--- src/rtl/gestor_botones_pkg.sv ---
// Shared state encoding, default timing constants and width helpers
// for the button-change manager.
package gestor_botones_pkg;

    typedef enum logic [1:0] {
        REPOSO         = 2'd0,
        FILTRO         = 2'd1,
        ESPERA_RETARDO = 2'd2,
        REPETICION     = 2'd3
    } estado_t;

    localparam int N_CANALES_DEF   = 4;
    localparam int ANTIRREBOTE_DEF = 16;
    localparam int RETARDO_DEF     = 1000;
    localparam int REPETICION_DEF  = 250;

    // Counter width large enough to hold the largest of the three limits.
    function automatic int ancho_contador(input int a, input int b, input int c);
        int m;
        m = a;
        if (b > m) m = b;
        if (c > m) m = c;
        return $clog2(m + 1);
    endfunction

    // Channel index width; a single channel still needs one bit.
    function automatic int ancho_indice(input int n);
        return (n > 1) ? $clog2(n) : 1;
    endfunction

endpackage

--- src/rtl/canal_boton.sv ---
// One button pair: debounce filter, initial pulse, hold delay and
// auto-repeat, producing registered one-cycle pulses.
//
// state          | meaning
// ---------------+-------------------------------------------------
// REPOSO         | no request; counter cleared
// FILTRO         | counting consecutive samples of the same request
// ESPERA_RETARDO | first pulse sent, waiting the hold delay
// REPETICION     | auto-repeat, one pulse per repeat period
module canal_boton
    import gestor_botones_pkg::*;
#(
    parameter int CICLOS_ANTIRREBOTE = ANTIRREBOTE_DEF,
    parameter int CICLOS_RETARDO     = RETARDO_DEF,
    parameter int CICLOS_REPETICION  = REPETICION_DEF
) (
    input  logic clk,
    input  logic rst,
    input  logic aumentar,
    input  logic disminuir,
    output logic pulso_aumentar,
    output logic pulso_disminuir
);

    localparam int W_CNT = ancho_contador(CICLOS_ANTIRREBOTE, CICLOS_RETARDO, CICLOS_REPETICION);
    localparam logic [W_CNT-1:0] LIM_ANTIRREBOTE = W_CNT'(CICLOS_ANTIRREBOTE);
    localparam logic [W_CNT-1:0] LIM_RETARDO     = W_CNT'(CICLOS_RETARDO);
    localparam logic [W_CNT-1:0] LIM_REPETICION  = W_CNT'(CICLOS_REPETICION);
    localparam logic [W_CNT-1:0] UNO             = W_CNT'(1);
    localparam logic [W_CNT-1:0] CNT_MAX         = '1;

    estado_t          estado, estado_sig;
    logic [W_CNT-1:0] cnt, cnt_sig;
    logic             dir, dir_sig;          // 0 = aumentar, 1 = disminuir
    logic             emitir;
    logic             solicitud, mismo;
    logic [W_CNT-1:0] cnt_inc;

    assign solicitud = aumentar ^ disminuir;
    assign mismo     = solicitud && (disminuir == dir);
    assign cnt_inc   = (cnt == CNT_MAX) ? cnt : cnt + UNO;

    // Next-state, counter and pulse decision.
    always_comb begin
        estado_sig = estado;
        cnt_sig    = cnt;
        dir_sig    = dir;
        emitir     = 1'b0;
        case (estado)
            REPOSO: begin
                cnt_sig = '0;
                if (solicitud) begin
                    estado_sig = FILTRO;
                    cnt_sig    = UNO;
                    dir_sig    = disminuir;
                end
            end
            FILTRO: begin
                if (!mismo) begin
                    estado_sig = REPOSO;
                    cnt_sig    = '0;
                end else if (cnt >= LIM_ANTIRREBOTE) begin
                    emitir     = 1'b1;
                    estado_sig = ESPERA_RETARDO;
                    cnt_sig    = UNO;
                end else begin
                    cnt_sig = cnt_inc;
                end
            end
            ESPERA_RETARDO: begin
                if (!mismo) begin
                    estado_sig = REPOSO;
                    cnt_sig    = '0;
                end else if (cnt >= LIM_RETARDO) begin
                    emitir     = 1'b1;
                    estado_sig = REPETICION;
                    cnt_sig    = UNO;
                end else begin
                    cnt_sig = cnt_inc;
                end
            end
            REPETICION: begin
                if (!mismo) begin
                    estado_sig = REPOSO;
                    cnt_sig    = '0;
                end else if (cnt >= LIM_REPETICION) begin
                    emitir  = 1'b1;
                    cnt_sig = UNO;
                end else begin
                    cnt_sig = cnt_inc;
                end
            end
            default: begin
                estado_sig = REPOSO;
                cnt_sig    = '0;
            end
        endcase
    end

    // State, counter, latched direction and registered pulses.
    always_ff @(posedge clk or negedge rst) begin
        if (!rst) begin
            estado          <= REPOSO;
            cnt             <= '0;
            dir             <= 1'b0;
            pulso_aumentar  <= 1'b0;
            pulso_disminuir <= 1'b0;
        end else begin
            estado          <= estado_sig;
            cnt             <= cnt_sig;
            dir             <= dir_sig;
            pulso_aumentar  <= emitir & ~dir;
            pulso_disminuir <= emitir & dir;
        end
    end

endmodule

--- src/rtl/gestor_cambio_botones.sv ---
// Button-change manager: N independent channels, a sticky change flag
// toward the FSM and the index of the last channel that produced an event.
module gestor_cambio_botones
    import gestor_botones_pkg::*;
#(
    parameter int N_CANALES          = N_CANALES_DEF,
    parameter int CICLOS_ANTIRREBOTE = ANTIRREBOTE_DEF,
    parameter int CICLOS_RETARDO     = RETARDO_DEF,
    parameter int CICLOS_REPETICION  = REPETICION_DEF,
    localparam int W_IDX = ancho_indice(N_CANALES)
) (
    input  logic                 clk,
    input  logic                 rst,
    input  logic                 reset_cambio,
    input  logic [N_CANALES-1:0] aumentar,
    input  logic [N_CANALES-1:0] disminuir,
    output logic [N_CANALES-1:0] pulso_aumentar,
    output logic [N_CANALES-1:0] pulso_disminuir,
    output logic                 cambio,
    output logic [W_IDX-1:0]     canal_ultimo
);

    // Two-stage release synchroniser: assertion is immediate, release
    // reaches the channels two edges later, so the first sample after
    // reset happens on the third rising edge after rst goes high.
    logic [1:0] rst_sinc;
    logic       rst_int;
    logic       hay_pulso;
    logic [W_IDX-1:0] indice;

    // Reset synchroniser.
    always_ff @(posedge clk or negedge rst) begin
        if (!rst) rst_sinc <= 2'b00;
        else      rst_sinc <= {rst_sinc[0], 1'b1};
    end

    assign rst_int = rst_sinc[1];

    for (genvar i = 0; i < N_CANALES; i++) begin : g_canal
        canal_boton #(
            .CICLOS_ANTIRREBOTE (CICLOS_ANTIRREBOTE),
            .CICLOS_RETARDO     (CICLOS_RETARDO),
            .CICLOS_REPETICION  (CICLOS_REPETICION)
        ) u_canal (
            .clk             (clk),
            .rst             (rst_int),
            .aumentar        (aumentar[i]),
            .disminuir       (disminuir[i]),
            .pulso_aumentar  (pulso_aumentar[i]),
            .pulso_disminuir (pulso_disminuir[i])
        );
    end

    // Priority encoder: lowest-indexed channel currently pulsing.
    always_comb begin
        hay_pulso = |(pulso_aumentar | pulso_disminuir);
        indice    = '0;
        for (int i = N_CANALES - 1; i >= 0; i--) begin
            if (pulso_aumentar[i] | pulso_disminuir[i]) indice = W_IDX'(i);
        end
    end

    // Sticky change flag; a pulse takes priority over the clear request.
    always_ff @(posedge clk or negedge rst_int) begin
        if (!rst_int) begin
            cambio       <= 1'b0;
            canal_ultimo <= '0;
        end else if (hay_pulso) begin
            cambio       <= 1'b1;
            canal_ultimo <= indice;
        end else if (reset_cambio) begin
            cambio <= 1'b0;
        end
    end

endmodule

--- config.mk ---
export PLATFORM = sky130hd
export DESIGN_NAME = gestor_cambio_botones
export DESIGN_NICKNAME = d
export VERILOG_FILES = /design/src/rtl/gestor_botones_pkg.sv /design/src/rtl/canal_boton.sv /design/src/rtl/gestor_cambio_botones.sv
export SDC_FILE = /design/constraint.sdc
export NUM_CORES = 1
export LEC_CHECK = 0
export ABC_AREA = 1
export ABC_CLOCK_PERIOD_IN_PS = 2700
export BUFFER_PORTS_ARGS = -buffer_cell sky130_fd_sc_hd__buf_2
export CORE_MARGIN = 4
export CORE_UTILIZATION = 55
export CTS_CLUSTER_DIAMETER = 200
export DETAILED_ROUTE_END_ITERATION = 16
export PLACE_DENSITY_LB_ADDON = 0.15
export SLEW_MARGIN = 20
export SYNTH_ARGS = -nofsm -noshare
export SYNTH_HDL_FRONTEND = slang
export SYNTH_SLANG_ARGS = --single-unit
export TNS_END_PERCENT = 50
--- constraint.sdc ---
create_clock -name clk -period 2.7 [get_ports clk]
set_input_delay 0.27 -clock clk [delete_from_list [all_inputs] [get_ports clk]]
set_output_delay 0.27 -clock clk [all_outputs]
set_load 0.1 [all_outputs]
==> flow_summary_export.csv <==
group,metric,value,unit
timing,rsz0062_at_grt,"no",
clock_tree,clk_latency,0.35,ns
timing,fin_ws,1.06,ns
route,wl_met2,3.63,mm
timing,hold_ws,0.139,ns
route,highest_layer,"met4",
timing,setup_viol,0,
route,routed_wl,7.89,mm
finish,diodes,0,
clock_tree,cts_sinks,65,
global_route,grt_usage,20.2,%
logic_synthesis,ys_types,31,
placement,dpl.hpwl,5.89,mm
timing,fin_tns_setup,0,ns
critical_path,cp.required,2.92,ns
global_route,grt_pass1_wl,14.2,mm
critical_path,crit_arrival,1.86,ns
logic_synthesis,synthAdderAreaFrac,2.49,%
finish,fill_cells,633,
logic_synthesis,synth-compound-area-share,10.3,%
timing,fin_crit,1.64,ns
critical_path,cpMostUsedCell,"inv_1",
logic_synthesis,synth_top_family_by_area,"simple AND/OR/NAND/NOR gates",
floorplan,rows,30,
route,via_per_inst,5.04,
global_route,antenna_found_initial,0,
logic_synthesis,yosys_warnings,0,
placement,place_inst,676,
critical_path,critPathMaxFanout,5,
power,power.leakage,0.00214,µW
critical_path,worst-path-buf-inv,3,
floorplan,start_util,58.0,%
global_route,gr-total-overflow,0,
critical_path,critPathKind,"flip-flop to flip-flop",
logic_synthesis,synth_xor_area_share,3.05,%
global_route,grt_start_max_net_pins,27,
timing,relSlewSlack,61.7,%
floorplan,die_w,93.5,µm
placement,dpl_worst_slack,1.07,ns
route,dr.pass1.iters,4,
route,wl_per_cell,11.4,µm
critical_path,end_kind,"flip-flop",
floorplan,io_pins,22,
floorplan,core-area,0.00694,mm²
route,drt-initial-drc-count,106,
logic_synthesis,synth.cell_area,0.00403,mm²
power,pwr-share-clk,30.5,%
finish,layout_common_cells,"nand2_1, nor2_1, inv_1",
clock_tree,numCtsBuffers,9,
finish,stdcell_count,693,
timing,fin_skew,0.0145,ns
power,sequentialPowerShare,40.5,%
power,power.switching,1090,µW
logic_synthesis,syn_avg_cell_area,7.12,µm²
logic_synthesis,synthMuxAreaShare,0,%
finish,drive_gt1_share,10.7,%
logic_synthesis,seq_area_frac_synth,40.4,%
placement,gp_congestion,0.894,
power,netSwitchingFraction,36.1,%
critical_path,slowest_stage,"dfrtp_1",
finish,layout_commonest_cell,"nand2_1",
power,power.total,3030,µW
power,p_comb_share,29.0,%
timing,tightestPinTransition,0.575,ns
logic_synthesis,synth_nets,584,
critical_path,path_cells,"inv_1, ha_1, inv_1, nand2_1, nand3_1, nand2_1, inv_1, nor2_1, o21ai_0, nor2_1",
timing,hold_violations,0,
critical_path,cp-start-kind,"flip-flop",
route,vias,3495,
critical_path,worst_path_largest_cell_delay,0.42,ns
floorplan,die_h,93.5,µm
clock_tree,cts_setup_buffers,0,
timing,fmax,0.610,GHz
finish,syn_to_final_growth,10.2,%
min_path,hold_class,"primary input to flip-flop",
route,wl_met3,253,µm
logic_synthesis,syn_inst,565,
clock_tree,cts_tree,"built",
placement,port-buffer-count,21,
flow_run,cap_violations,0,
finish,final_net_count,611,
outcome,outcome,"complete, no violations",
clock_tree,cts_buffer_depth,2,
floorplan,die-area,0.00875,mm²
route,drtAntennaViolNets,0,
critical_path,path_delay_family,"flip-flops",
logic_synthesis,ys_ff_latch,65,
power,p_int,1940,µW
power,peakVddDrop,410,µV
route,wirelength_met1,3.85,mm
clock_tree,path_clk_slew,0.07,ns
route,drcViolationCount,0,
clock_tree,root_buffer,"clkbuf_8",
timing,slew_viol_final,0,
logic_synthesis,synth-simple-area-share,35.0,%
power,powerDensity,683,mW/mm²
global_route,grt_pass1_vias,3381,
timing,finalCritPeriodShare,60.7,%
clock_tree,htree_num_levels,3,
==> timing repair <==
action,4_1_cts,5_1_grt
hold endpoints to repair,2,0
hold buffers,1,0
resized for setup,0,0
endpoints found under the setup margin,0,0
==> synth_stat cells <==
| master | number | area (µm²) |
|---|---|---|
| nand3b_1 | 2 | 15.0 |
| nand3_2 | 2 | 20.0 |
| nand2_1 | 124 | 465 |
| nand2_4 | 1 | 11.3 |
| or2_2 | 3 | 18.8 |
| nor2_4 | 4 | 45.0 |
| a21boi_0 | 1 | 7.51 |
| o21ai_2 | 2 | 17.5 |
| xor2_1 | 10 | 87.6 |
| conb_1 | 1 | 3.75 |
| nor3_1 | 8 | 40.0 |
| nor2_2 | 2 | 12.5 |
| a21oi_1 | 13 | 65.1 |
| buf_4 | 8 | 60.1 |
| o211ai_4 | 1 | 21.3 |
| nand4_1 | 11 | 68.8 |
| nor4_1 | 2 | 12.5 |
| o21a_1 | 1 | 7.51 |
| nand3_1 | 40 | 200 |
| a21oi_4 | 4 | 65.1 |
| xnor2_1 | 4 | 35.0 |
| inv_2 | 1 | 3.75 |
| o21ai_0 | 43 | 215 |
| o211ai_1 | 1 | 7.51 |
| nand2_2 | 4 | 25.0 |
| dfrtp_1 | 65 | 1630 |
| nor2_8 | 1 | 20.0 |
| ha_1 | 8 | 100 |
| nor2_1 | 121 | 454 |
| o21bai_1 | 1 | 7.51 |
| inv_1 | 76 | 285 |
==> power groups by stage <==
| stage | logic (µW) | clock network, µW | registers [µW] |
|---|---|---|---|
| finish | 880 | 923 | 1230 |
| global route | 1030 | 992 | 1250 |
| CTS | 893 | 948 | 1230 |
| detailed placement | 881 | 0 | 1240 |
| global placement | 859 | 0 | 1240 |
| floorplan | 689 | 0 | 1240 |
==> worst paths after layout <==
path	start	to	slack, ns	cells after the start
max	g_canal[0].u_canal.cnt[0]	g_canal[0].u_canal.pulso_disminuir	1.06	10
min	reset_cambio	cambio	0.14	2
max reg2reg	g_canal[0].u_canal.cnt[0]	g_canal[0].u_canal.pulso_disminuir	1.06	10
min reg2reg	rst_sinc[1]	g_canal[1].u_canal.cnt[0]	0.25	0
max in group asynchronous	rst_sinc[1]	g_canal[2].u_canal.estado[0]	1.73	1
min in group asynchronous	rst	rst_sinc[0]	0.25	2
==> sequential cells by signal, summed over array words and instances (netlist names) <==
name / cells
g_canal.u_canal.cnt: 40
g_canal.u_canal.estado: 8
g_canal.u_canal.dir: 4
g_canal.u_canal.pulso_aumentar: 4
g_canal.u_canal.pulso_disminuir: 4
canal_ultimo: 2
rst_sinc: 2
cambio: 1
==> worst reg2reg max path, delay by kind of cell, from the launching register on <==
kind	cells	cell delay, ns
and+or+nand+nor	5	0.33
DFF	1	0.42
AOI/OAI and AO/OA	1	0.27
adders and majority gates	1	0.21
buffers and inverters	3	0.28
==> area by class of cell <==
type                       count  area (µm²)  share of cell area (%)
multi-input combinational    415        2050                    46.2
inverter                      77         289                    6.51
timing repair buffer          24         130                    2.93
clock buffer                  11         141                    3.19
clock inverter                 5        78.8                    1.78
sequential                    65        1630                    36.7
tap                           96         120                    2.71
==> layer usage <==
metal,vias to the layer above,GRT usage (%)
li1,1835,-
met3,14,3.30
met2,61,33.2
met5,-,0
met1,1585,26.1
met4,0,9.51
==> kinds of logic after synthesis <==
logic type | Yosys count
compound gates | 67
xor+xnor | 14
fa+ha+maj | 8
buf+inv | 85
flops | 65
other cells | 1
simple gates | 325
==> stage by stage <==
stage / instance area (µm²) / utilization (%)
final: 4440 / 63.9
after floorplan: 4030 / -
after global placement: 4210 / 60.6
after detailed placement: 4210 / 60.6
after global routing: 4440 / 63.9
after CTS: 4440 / 63.9
Power figures use the tool's default switching activity.
